**config.mk**
```make
export PLATFORM = sky130hd
export DESIGN_NAME = gpio_in_cond
export DESIGN_NICKNAME = d
export VERILOG_FILES = /design/src/rtl/gpio_in_cond.sv
export SDC_FILE = /design/constraint.sdc
export NUM_CORES = 1
export LEC_CHECK = 0
export ABC_AREA = 1
export CAP_MARGIN = 15
export CORE_ASPECT_RATIO = 0.6
export CORE_MARGIN = 2
export CORE_UTILIZATION = 55
export DETAILED_ROUTE_END_ITERATION = 7
export PLACE_DENSITY_LB_ADDON = 0.2
export REMOVE_ABC_BUFFERS = 1
export SLEW_MARGIN = 30
export SYNTH_ARGS = -nofsm -noshare
export SYNTH_HDL_FRONTEND = slang
export SYNTH_SLANG_ARGS = --single-unit
```
**constraint.sdc**
```tcl
create_clock -name ACLK -period 2.8 [get_ports ACLK]
set_clock_uncertainty 0.15 [all_clocks]
set_input_delay 0.28 -clock ACLK [delete_from_list [all_inputs] [get_ports ACLK]]
set_output_delay 0.28 -clock ACLK [all_outputs]
set_load 0.1 [all_outputs]
```
**src/rtl/gpio_in_cond.sv**
```systemverilog
// rtl/gpio_in_cond.sv - synchronised, optionally debounced GPIO input conditioner with edge events
//
// Purpose: conditions raw switch/button pins for the GPIO register block.
//   Each pin is synchronised, optionally debounced with a selectable time,
//   and presented as a clean level plus a one-cycle edge event.
//
// Ports:
//   ACLK        clock
//   ARESET      synchronous active-high reset
//   din         raw asynchronous pins
//   deb_en      per-channel debounce enable
//   deb_time    debounce time select: 0=100us 1=200us 2=500us 3=1000us
//   rise_en     per-channel event enable for rising level
//   fall_en     per-channel event enable for falling level
//   level       conditioned level
//   evt         one-cycle pulse per qualifying level edge
//
// Optional macro GPIO_IN_GLITCH_CNT_EN adds:
//   glitch_clr  zeroes all glitch counters
//   glitch_cnt  8-bit saturating rejected-bounce counter per channel
module gpio_in_cond #(
    parameter int N_CH         = 13,
    parameter int SYNC_STAGES  = 2,
    parameter int CLK_FREQ_MHZ = 100
) (
    input  logic            ACLK,
    input  logic            ARESET,
    input  logic [N_CH-1:0] din,
    input  logic [N_CH-1:0] deb_en,
    input  logic [1:0]      deb_time,
    input  logic [N_CH-1:0] rise_en,
    input  logic [N_CH-1:0] fall_en,
`ifdef GPIO_IN_GLITCH_CNT_EN
    input  logic              glitch_clr,
    output logic [8*N_CH-1:0] glitch_cnt,
`endif
    output logic [N_CH-1:0] level,
    output logic [N_CH-1:0] evt
);

    localparam int PW = (CLK_FREQ_MHZ > 1) ? $clog2(CLK_FREQ_MHZ) : 1;
    localparam int WW = $clog2(SYNC_STAGES + 2);
    localparam logic [PW-1:0] PRESC_TC  = PW'(CLK_FREQ_MHZ - 1);
    localparam logic [WW-1:0] WARM_INIT = WW'(SYNC_STAGES + 1);

    logic [N_CH-1:0] sync_q [SYNC_STAGES];
    logic [N_CH-1:0] s;
    logic [PW-1:0]   presc_q;
    logic            tick;
    logic [WW-1:0]   warm_q;
    logic            warm;

    logic [N_CH-1:0] level_q, level_d;
    logic [N_CH-1:0] cnting_q, cnting_d;   // per-channel COUNT state
    logic [N_CH-1:0] pend_q, pend_d;       // qualifying edge seen, event goes out next cycle
    logic [N_CH-1:0] evt_q;
    logic [N_CH-1:0] bounce;
    logic [9:0]      cnt_q   [N_CH];
    logic [9:0]      cnt_d   [N_CH];
    logic [9:0]      cnt_inc [N_CH];
    logic [9:0]      thr;

    assign s     = sync_q[SYNC_STAGES-1];
    assign tick  = (presc_q == PRESC_TC);
    assign warm  = (warm_q != '0);
    assign level = level_q;
    assign evt   = evt_q;

    always_comb begin
        case (deb_time)
            2'd0:    thr = 10'd100;
            2'd1:    thr = 10'd200;
            2'd2:    thr = 10'd500;
            default: thr = 10'd1000;
        endcase
    end

    always_comb begin
        level_d  = level_q;
        cnting_d = cnting_q;
        bounce   = '0;
        for (int i = 0; i < N_CH; i++) begin
            cnt_inc[i] = (cnt_q[i] == 10'h3FF) ? cnt_q[i] : cnt_q[i] + 10'd1;
            cnt_d[i]   = cnt_q[i];
            if (warm || !deb_en[i]) begin
                level_d[i]  = s[i];
                cnting_d[i] = 1'b0;
                cnt_d[i]    = '0;
            end else if (!cnting_q[i]) begin
                cnting_d[i] = s[i] ^ level_q[i];
            end else if (s[i] == level_q[i]) begin
                cnting_d[i] = 1'b0;
                cnt_d[i]    = '0;
                bounce[i]   = 1'b1;
            end else if (tick) begin
                // Threshold compares the count including this tick, so level
                // moves on the T-th tick after the input diverged.
                if (cnt_inc[i] >= thr) begin
                    level_d[i]  = s[i];
                    cnting_d[i] = 1'b0;
                    cnt_d[i]    = '0;
                end else begin
                    cnt_d[i] = cnt_inc[i];
                end
            end
        end
        pend_d = warm ? '0
                      : ((level_d & ~level_q & rise_en) | (~level_d & level_q & fall_en));
    end

    always_ff @(posedge ACLK) begin
        if (ARESET) begin
            for (int k = 0; k < SYNC_STAGES; k++) sync_q[k] <= '0;
            presc_q  <= '0;
            warm_q   <= WARM_INIT;
            level_q  <= '0;
            cnting_q <= '0;
            pend_q   <= '0;
            evt_q    <= '0;
            for (int i = 0; i < N_CH; i++) cnt_q[i] <= '0;
        end else begin
            sync_q[0] <= din;
            for (int k = 1; k < SYNC_STAGES; k++) sync_q[k] <= sync_q[k-1];
            presc_q  <= tick ? '0 : presc_q + 1'b1;
            if (warm) warm_q <= warm_q - 1'b1;
            level_q  <= level_d;
            cnting_q <= cnting_d;
            pend_q   <= pend_d;
            evt_q    <= warm ? '0 : pend_q;
            for (int i = 0; i < N_CH; i++) cnt_q[i] <= cnt_d[i];
        end
    end

`ifdef GPIO_IN_GLITCH_CNT_EN
    logic [7:0] gcnt_q [N_CH];

    // Clear has priority over a bounce in the same cycle.
    always_ff @(posedge ACLK) begin
        if (ARESET || glitch_clr) begin
            for (int i = 0; i < N_CH; i++) gcnt_q[i] <= '0;
        end else begin
            for (int i = 0; i < N_CH; i++) begin
                if (bounce[i] && gcnt_q[i] != 8'hFF) gcnt_q[i] <= gcnt_q[i] + 8'd1;
            end
        end
    end

    for (genvar g = 0; g < N_CH; g++) begin : g_gcnt
        assign glitch_cnt[8*g +: 8] = gcnt_q[g];
    end
`else
    logic unused_bounce;
    assign unused_bounce = ^bounce;
`endif

endmodule
```
# Yosys cells after proc, flatten, opt, wreduce, memory -nomap -nowiden
# Memory sizes are Yosys's and may differ from the RTL's.
# Index checks and enable logic that the tools add are counted.
[totals] reg_bits=61 mem_bits_rw=156 in_bits=56 output_inout_bits=26 elab_cells=369 n_memories=2
[classes] add_sub_neg=15 n_lt_le_gt_ge=13 eq_ne=29 n_mux=214 bitwise=35 n_reduce_logical=43
[mem_list] memory="cnt_q" words=13 word_bits=10 read_ports=13 rd_clocked_by_memory_dff=0 wr=13 line_no="58" text="logic [9:0] cnt_q [N_CH];"
[mem_list] memory="sync_q" words=2 word_bits=13 read_ports=2 rd_clocked_by_memory_dff=0 wr=2 line_no="46" text="logic [N_CH-1:0] sync_q [SYNC_STAGES];"
[ops] operator="$mux W10" count=91
[ops] operator="$add A10 B1 Y10 const B" count=13
[ops] operator="$eq A10 B10 Y1 const B" count=13
[ops] operator="$ge A10 B10 Y1" count=13
[ops] operator="$mux W1" count=120
[ops] operator="$and A13 B13 Y13" count=4
[ops] operator="$pmux W10 S3" count=1
[ops] operator="$reduce_or A2 Y1" count=15
[ops] operator="$mux W13" count=2
[ops] operator="$not A13 Y13" count=2
[ops] operator="$or A1 B1 Y1" count=15
[ops] operator="$eq A1 B1 Y1" count=13
[ops] operator="$logic_not A1 Y1" count=13
[ops] operator="$logic_or A1 B1 Y1" count=13
[ops] operator="$or A13 B13 Y13" count=1
[ops] operator="$xor A1 B1 Y1" count=13
[ops] operator="$add A7 B1 Y7 const B" count=1
[ops] operator="$eq A7 B7 Y1 const B" count=1
[ops] operator="$eq A2 B1 Y1 const B" count=1
[ops] operator="$eq A2 B2 Y1 const B" count=1
[ops] operator="$logic_not A2 Y1" count=1
[ops] operator="$reduce_bool A2 Y1" count=1
[ops] operator="$sub A2 B1 Y2 const B" count=1

# Longest topological paths before layout
# Gate-level depths: netlist (run 1).
[logic_depth] word_depth=12 ltp_mapped=22

# Worst setup path before layout (run 1)
# OpenSTA, ideal clock, no wires.
[synth_path] kind="register to register" start="memory cnt_q[12][0] (netlist: cnt_q[1][40])" end="memory cnt_q[12][0] (netlist: cnt_q[1][40])" t_arrival_ns=2.425 required_ns=2.578 slack_ns=0.153 stages_incl_launch_ff=20 n_path_buf=0 period_less_slack_ns=2.647 cell_sequence="dfxtp_1 > ha_1 > inv_1 > nor2_4 > nand3_4 > nand4_1 > or2_2 > xor2_1 > ha_1 > nand2_1 > inv_1 > o21ai_0 > nand2_1 > nand3_1 > nand2_1 > inv_1 > nand2_2 > nor2_4 > nand2_1 > a21oi_1"
[synth_rtl] element="start: declaration" line_no="58"

==> results of run 1 <==
==> metal layers <==
layer  share of wire (%)  global-route usage [%]  up-vias
met5                   0                       0        -
met4                 1.7                    5.30        0
met3                 7.1                    3.74       60
met2                  45                    44.6      513
met1                  47                    41.8     6712
li1                    -                       -     7170
==> where the power goes <==
group	switching (mW)	total (mW)	leakage, nW	internal [mW]
Sequential	0.0273	3.14	1.78	3.11
Clock	1.33	3.33	0.395	1.99
Combinational	0.387	0.597	5.62	0.211
==> cell usage after synthesis (all sizes together) (5+ instances only) <==
library cell	count
o21bai	10
nor3b	6
buf	5
clkinv	11
nor3	22
a22o	9
a21oi	176
xnor2	19
o21ai	64
clkbuf	13
nor2	255
nand3	159
nand4	25
inv	305
a221oi	12
ha	106
xor2	23
nand2	599
and3	13
dfxtp	217
==> worst min-delay path: stages <==
cell and delay, ns:
buf_2 0.15, buf_4 0.21, nor2_1 0.06
==> logic make-up (layout without fill, tap and decap cells) <==
group | Yosys count | after routing | synth area share, %
and+or+nand+nor | 1087 | 1093 | 35.8
buffers and inverters | 334 | 579 | 9.07
AOI/OAI and AO/OA | 285 | 285 | 11.6
DFF | 217 | 217 | 31.1
adders and majority gates | 106 | 106 | 9.50
xor gates and xnor gates | 42 | 42 | 2.64
muxes | 3 | 3 | 0.233
==> path summary, 6_finish.rpt <==
kind | cells past startpoint | to | startpoint
max reg2reg | 18 | cnt_q[1][36] | cnt_q[1][31]
min reg2reg | 2 | sync_q[0][19] | sync_q[0][6]
max | 18 | cnt_q[1][36] | cnt_q[1][31]
min | 3 | sync_q[0][1] | ARESET
==> metrics by stage <==
| step | utilization [%] | hold WS (ns) |
|---|---|---|
| finish | 72.5 | 0.0698 |
| global route | 72.5 | 0.0653 |
| CTS | 66.6 | 0.0579 |
| detailed placement | 62.8 | 0.244 |
| global placement | 62.8 | 0.241 |
| floorplan | - | 0.201 |
==> final cells by class <==
class	instances	share of cell area [%]
multi-input cells	1529	52.3
flip-flops and latches	217	24.3
repair buffers	222	10.0
inverters	316	6.61
clock buffers	26	3.28
well taps	329	2.26
clock inverters	14	1.13
repair inverters	1	0.0412
==> flip-flops by register name (all words and copies together) (netlist names) <==
register	count
pend_q	13
level	13
evt	13
presc_q	7
warm_q	2
sync_q	26
cnting_q	13
cnt_q	130
==> repair_timing <==
item,4_1_cts,5_1_grt
pin swaps,10,143
cloned,6,1
endpoints found under the setup margin,93,167
buffers inserted,1,42
resized for setup,31,347
hold buffers,0,0
==> impl_metrics.yaml, run 1 <==
status:
  status: "finished with violations"
  violations: "negative setup slack"
critical_path:
  path_class: "register to register"
  endpoint_kind: "register"
  worst_ep_required_time_ns: 3.10
  path_delay_family: "simple AND/OR/NAND/NOR gates"
  crit_fanout: 8
  rrSetupSlack_ns: -0.02
  start_kind: "register"
  crit_slowest_cell: "dfxtp_2"
  cp_num_buf_inv: 3
  max_stage_delay_ns: 0.35
  crit_chain: "buf_4, nand3_2, inv_2, nand4_1, nor2_2, a21oi_1, o21ai_1, ha_1, nand2_1, inv_2, nand2_1, nand3b_1, nor2_2, nor2_4, nand2_2, nor2_4, nand3_2, a21oi_1"
  worstPathArrival_ns: 3.12
sta:
  fin_ws_ns: -0.0164
  finalHoldViolations: 0
  fmax_mhz: 355
  fin_tns_setup_ns: -0.0164
  setup_viol: 1
  min_period_over_period_pct: 101
  rsz0062_at_grt: "yes"
  fin_crit_ns: 2.82
  slew_violations: 0
  worst_pin_slew_ns: 0.970
  slew_headroom_pct: 35.2
detailed_routing:
  firstDrtPassIters: 6
  avgViaCountPerCell: 5.45
  dr_total_vias: 14500
  drtIter0Drc: 1247
  drc: 0
  wl_per_cell_um: 15.6
  routed_wl_um: 41400
  postRouteAntennaNets: 0
global_routing:
  gr-total-overflow: 0
  antenna_found_initial: 0
  first_global_vias: 12700
  grt_max_degree: 18
  grt_usage_pct: 28.3
  grt_pass1_wl_um: 62100
yosys:
  netlist_area_mm2: 0.0140
  syn_avg_cell_area_um2: 6.73
  yosysTopAreaCell: "dfxtp_1"
  synth_area_leaders: "dfxtp_1 (31%), nand2_1 (15%), ha_1 (9.5%)"
  synth_edf_count: 0
  ys_warn_count: 0
  synthCells: 2074
  yosysUniqueCellTypes: 46
  ys_seq_area_share_pct: 31.1
  postSynth.asyncResetShare_pct: 0
  synth_top_area_share_pct: 31.1
  synth_ff_type: "dfxtp_1"
  synth-seq-cells: 217
place:
  pre_cts_ws_ns: -0.0755
  dp.cells: 2564
  place_congestion: 0.928
  io_buffers: 81
  place_area_mm2: 0.0158
  dp_hpwl_um: 27700
cts:
  cts_buffer_depth: 3
  cts_max_level: 1
  cts-root-buf: "clkbuf_16"
  clk_pin_slew_ns: 0.06
  cts_tree: "yes"
  cts.sinks: 217
  clk_latency_ns: 0.54
  cts_made_buffers: 22
final_layout:
  layout_common_cells: "nand2_1 (499), inv_1 (273), nor2_1 (182)"
  final_common_cell: "nand2_1"
  layout.nets: 2471
  layout.cells.non_filler: 2654
  areaGrowthSynthToFinish_pct: 30.5
  regArea_mm2: 0.00443
  final_cell_area_mm2: 0.0182
  n_antenna_cell: 0
  drive_gt1_share_pct: 26.8
  num-fill-cells: 1963
  multi_input_area_mm2: 0.00953
pwr:
  power_mw: 7.06
  irDropWorstVdd_v: 0.000456
  p_per_area_mw_per_mm2: 388
  p_leak_nw: 7.80
die:
  die_area_mm2: 0.0267
  io_pins: 82
  die_y_um: 127
  core_region_area_mm2: 0.0251
  initial_core_util_pct: 55.6
  core.rowCount: 45
  die_w_um: 210
run:
  maxCapViolCount: 0
worst_hold_path:
  hp-class: "input port to register"
Note: power is estimated with default switching activity, not from simulation.
==> inputs of run 2 (changes only) <==
==> constraint.sdc (replaced) <==
create_clock -name ACLK -period 2.3 [get_ports ACLK]
set_clock_uncertainty 0.15 [all_clocks]
set_input_delay 0.23 -clock ACLK [delete_from_list [all_inputs] [get_ports ACLK]]
set_output_delay 0.23 -clock ACLK [all_outputs]
set_load 0.1 [all_outputs]
==> run 2 against run 1 <==
Compared with the run above:
- area after synthesis unchanged
- the flow now stops in global routing (5_1_grt)
- synthesized cell count did not move
==> impl_metrics.yaml, run 2 <==
global_routing:
  gr-total-overflow: 509
  antenna_found_initial: 13
  grt_usage_pct: 87.3
  grt_max_degree: 38
yosys:
  synth_edf_count: 0
  yosysUniqueCellTypes: 46
  netlist_area_mm2: 0.0140
  syn_avg_cell_area_um2: 6.73
  ys_warn_count: 0
  yosysTopAreaCell: "dfxtp_1"
  synth_ff_type: "dfxtp_1"
  synth_top_area_share_pct: 31.1
  synthCells: 2074
  synth-seq-cells: 217
  synth_area_leaders: "dfxtp_1 (31%), nand2_1 (15%), ha_1 (9.5%)"
  ys_seq_area_share_pct: 31.1
  postSynth.asyncResetShare_pct: 0
  yosysMostFrequentCell: "nand2_1"
  ys_top_cells_by_count: "nand2_1 (568), inv_1 (295), dfxtp_1 (217)"
die:
  initial_core_util_pct: 55.6
  io_pins: 82
  core.rowCount: 45
  die_y_um: 127
  die_w_um: 210
status:
  firstError: "[ERROR GRT-0232] Routing congestion too high. Check the congestion heatmap in the GUI."
  status: "aborted with a tool error"
  stop_stage: "global routing (5_1_grt)"
place:
  dp.cells: 2810
  io_buffers: 81
  dp_hpwl_um: 31100
  place_congestion: 0.931
cts:
  cts-root-buf: "clkbuf_16"
  cts_made_buffers: 23
  cts_buffer_depth: 3
  cts_max_level: 1
  cts.sinks: 217
sta:
  crit_endpoint: "cnt_q[1][49]$_SDFFE_PP0P_/D"
  endpoint_type: "register data pin"
==> run 2: repair_timing <==
action                                  CTS
hold buffers                              0
hold endpoints to repair                  0
pin swaps                               206
gates cloned                              6
setup buffers                           113
resized for setup                       526
endpoints found under the setup margin  169
==> run 2: cell families after synthesis <==
logic type,after synthesis,share of synthesized area (%)
buffers and inverters,334,9.07
adders and majority gates,106,9.50
DFF,217,31.1
AOI/OAI and AO/OA,285,11.6
xor gates and xnor gates,42,2.64
and+or+nand+nor,1087,35.8
muxes,3,0.233
==> run 2: per-stage QoR <==
stage / setup WS, ns / TNS [ns] / cell area, um^2 / utilization, % / hold slack (ns)
after detailed placement: -0.673 / -77.12 / 17700 / 70.5 / 0.244
after global placement: -0.480 / -63.11 / 17700 / 70.5 / 0.240
after CTS: -0.437 / -46.16 / 21400 / 85.0 / 0.0212
after floorplan: -0.347 / -27.67 / 13900 / - / 0.151
==> run 2: per-layer routing <==
| metal | global-route usage (%) | overflow |
|---|---|---|
| met2 | 103 | 309 |
| met5 | 49.7 | 6 |
| met4 | 95.1 | 172 |
| met1 | 83.8 | 11 |
| met3 | 73.9 | 11 |
==> inputs of run 3 (changes only) <==
--- a/config.mk
+++ b/config.mk
@@ -7,11 +7,10 @@
 export LEC_CHECK = 0
 export ABC_AREA = 1
 export CAP_MARGIN = 15
-export CORE_ASPECT_RATIO = 0.6
 export CORE_MARGIN = 2
-export CORE_UTILIZATION = 55
+export CORE_UTILIZATION = 40
 export DETAILED_ROUTE_END_ITERATION = 7
-export PLACE_DENSITY_LB_ADDON = 0.2
+export PLACE_DENSITY_LB_ADDON = 0.15
 export REMOVE_ABC_BUFFERS = 1
 export SLEW_MARGIN = 30
 export SYNTH_ARGS = -nofsm -noshare
==> constraint.sdc (replaced) <==
create_clock -name ACLK -period 3 [get_ports ACLK]
set_clock_uncertainty 0.15 [all_clocks]
set_input_delay 0.3 -clock ACLK [delete_from_list [all_inputs] [get_ports ACLK]]
set_output_delay 0.3 -clock ACLK [all_outputs]
set_load 0.1 [all_outputs]
==> run 3 against run 2 <==
Compared with the run above:
- the flow now finishes without violations
==> impl_metrics.yaml, run 3 (same netlist as run 1, synthesis figures left out) <==
status:
  status: "completed"
place:
  place_area_mm2: 0.0155
  dp.cells: 2629
  place_congestion: 0.877
  io_buffers: 81
  dp_hpwl_um: 25900
die:
  io_pins: 82
  core_region_area_mm2: 0.0345
  core.rowCount: 68
  die_area_mm2: 0.0364
  initial_core_util_pct: 40.5
  die_w_um: 191
  die_y_um: 191
sta:
  fmax_mhz: 351
  slew_headroom_pct: 46.7
  fin_tns_setup_ns: 0
  setup_viol: 0
  min_period_over_period_pct: 94.9
  worst_pin_slew_ns: 0.798
  slew_violations: 0
  rsz0062_at_grt: "yes"
  finalHoldViolations: 0
  fin_crit_ns: 2.85
final_layout:
  layout.nets: 2384
  final_common_cell: "nand2_1"
  n_antenna_cell: 0
  largest_reg_flops: 130
  layout.cells.non_filler: 2697
  areaGrowthSynthToFinish_pct: 21.5
  top_regs: "cnt_q (130), sync_q (26)"
  final_cell_area_mm2: 0.0170
  regMostFlops: "cnt_q"
  layout_common_cells: "nand2_1 (562), inv_1 (293), nor2_1 (198)"
  drive_gt1_share_pct: 15.7
  num-fill-cells: 3436
global_routing:
  gr-total-overflow: 0
  antenna_found_initial: 0
  grt_pass1_wl_um: 60500
  grt_max_degree: 38
  grt_usage_pct: 20.2
  first_global_vias: 12400
critical_path:
  path_class: "register to register"
  start_kind: "register"
  worst_ep_required_time_ns: 3.31
  path_delay_family: "simple AND/OR/NAND/NOR gates"
  cp_num_buf_inv: 3
  crit_fanout: 5
  endpoint_kind: "register"
  worstPathArrival_ns: 3.16
  crit_slowest_cell: "dfxtp_2"
  critPathMostFrequentCell: "nand2_1"
  max_stage_delay_ns: 0.34
  crit_chain: "ha_2, nand2_2, nor2_4, nand3_4, inv_4, nor3_4, nand2_2, xnor2_4, ha_4, nand2_1, inv_1, o21ai_0, nand2_1, nand3_1, nand2_1, clkinv_1, nand2_4, nor2_4, nand2_1, a21oi_1"
detailed_routing:
  wl_per_cell_um: 13.8
  postRouteAntennaNets: 0
  drc: 0
  avgViaCountPerCell: 4.95
  drtIter0Drc: 621
  firstDrtPassIters: 5
  dr_total_vias: 13400
  routed_wl_um: 37100
cts:
  cts_tree: "yes"
  clk_pin_slew_ns: 0.06
  cts.sinks: 217
  cts_buffer_depth: 3
  cts_max_level: 1
  cts-root-buf: "clkbuf_16"
  cts_made_buffers: 27
  clk_latency_ns: 0.54
pwr:
  p_per_area_mw_per_mm2: 392
  irDropWorstVdd_v: 0.000467
  power_mw: 6.64
  p_leak_nw: 7.18
run:
  maxCapViolCount: 0
worst_hold_path:
  hp-class: "input port to register"
==> run 3: layer usage <==
layer / GRT usage, % / routed length, um / up-vias
met2: 34.5 / 17400 / 222
li1: - / - / 6990
met4: 4.89 / 796 / 0
met5: 0 / 0 / -
met1: 26.8 / 17500 / 6090
met3: 2.69 / 1480 / 58
==> run 3: worst paths after layout <==
path,end,cells after the start,startpoint,slack [ns]
setup / recovery,cnt_q[0][10],20,cnt_q[0][10],0.15
hold / removal,sync_q[0][20],3,ARESET,0.09
setup reg to reg,cnt_q[0][10],20,cnt_q[0][10],0.15
hold reg to reg,sync_q[0][20],2,sync_q[0][7],0.25
==> run 3: layout make-up <==
cell class              instances  area (um^2)  share of cell area [%]
flip-flops and latches        217         4380                    25.8
clock inverters                10          100                   0.590
multi-input cells            1529         8810                    52.0
repair buffers                131         1150                    6.80
inverters                     316         1190                    7.04
clock buffers                  39          751                    4.43
well taps                     455          569                    3.36
==> run 3: what timing repair did <==
action | 4_1_cts | 5_1_grt
hold buffers | 0 | 0
gates resized for setup | 2 | 125
setup buffers | 0 | 13
pin swaps | 0 | 27
setup endpoints to repair | 12 | 153
cloned | 0 | 6
==> run 3: where the power goes <==
part	total [mW]	switching (mW)	internal, mW	leakage (nW)
Sequential	2.94	0.0221	2.92	1.77
Combinational	0.517	0.335	0.182	4.99
Clock	3.18	1.29	1.90	0.424
==> run 3: metrics by stage <==
| step | util [%] | worst slack (ns) | hold WS, ns |
|---|---|---|---|
| final | 49.2 | 0.154 | 0.0896 |
| after detailed placement | 45.0 | -0.0824 | 0.245 |
| after global placement | 45.0 | -0.103 | 0.240 |
| after floorplan | - | 0.353 | 0.221 |
| after CTS | 47.5 | 0.0477 | 0.0788 |
| after global routing | 49.2 | -0.0480 | 0.0962 |
==> run 3: worst register-to-register path: cells and delay by family, from the launching register on <==
kind	cells	cell delay, ns
fa+ha+maj	2	0.45
simple gates	12	1.21
xor+xnor	1	0.24
compound gates	2	0.19
buf+inv	3	0.18
flops	1	0.34
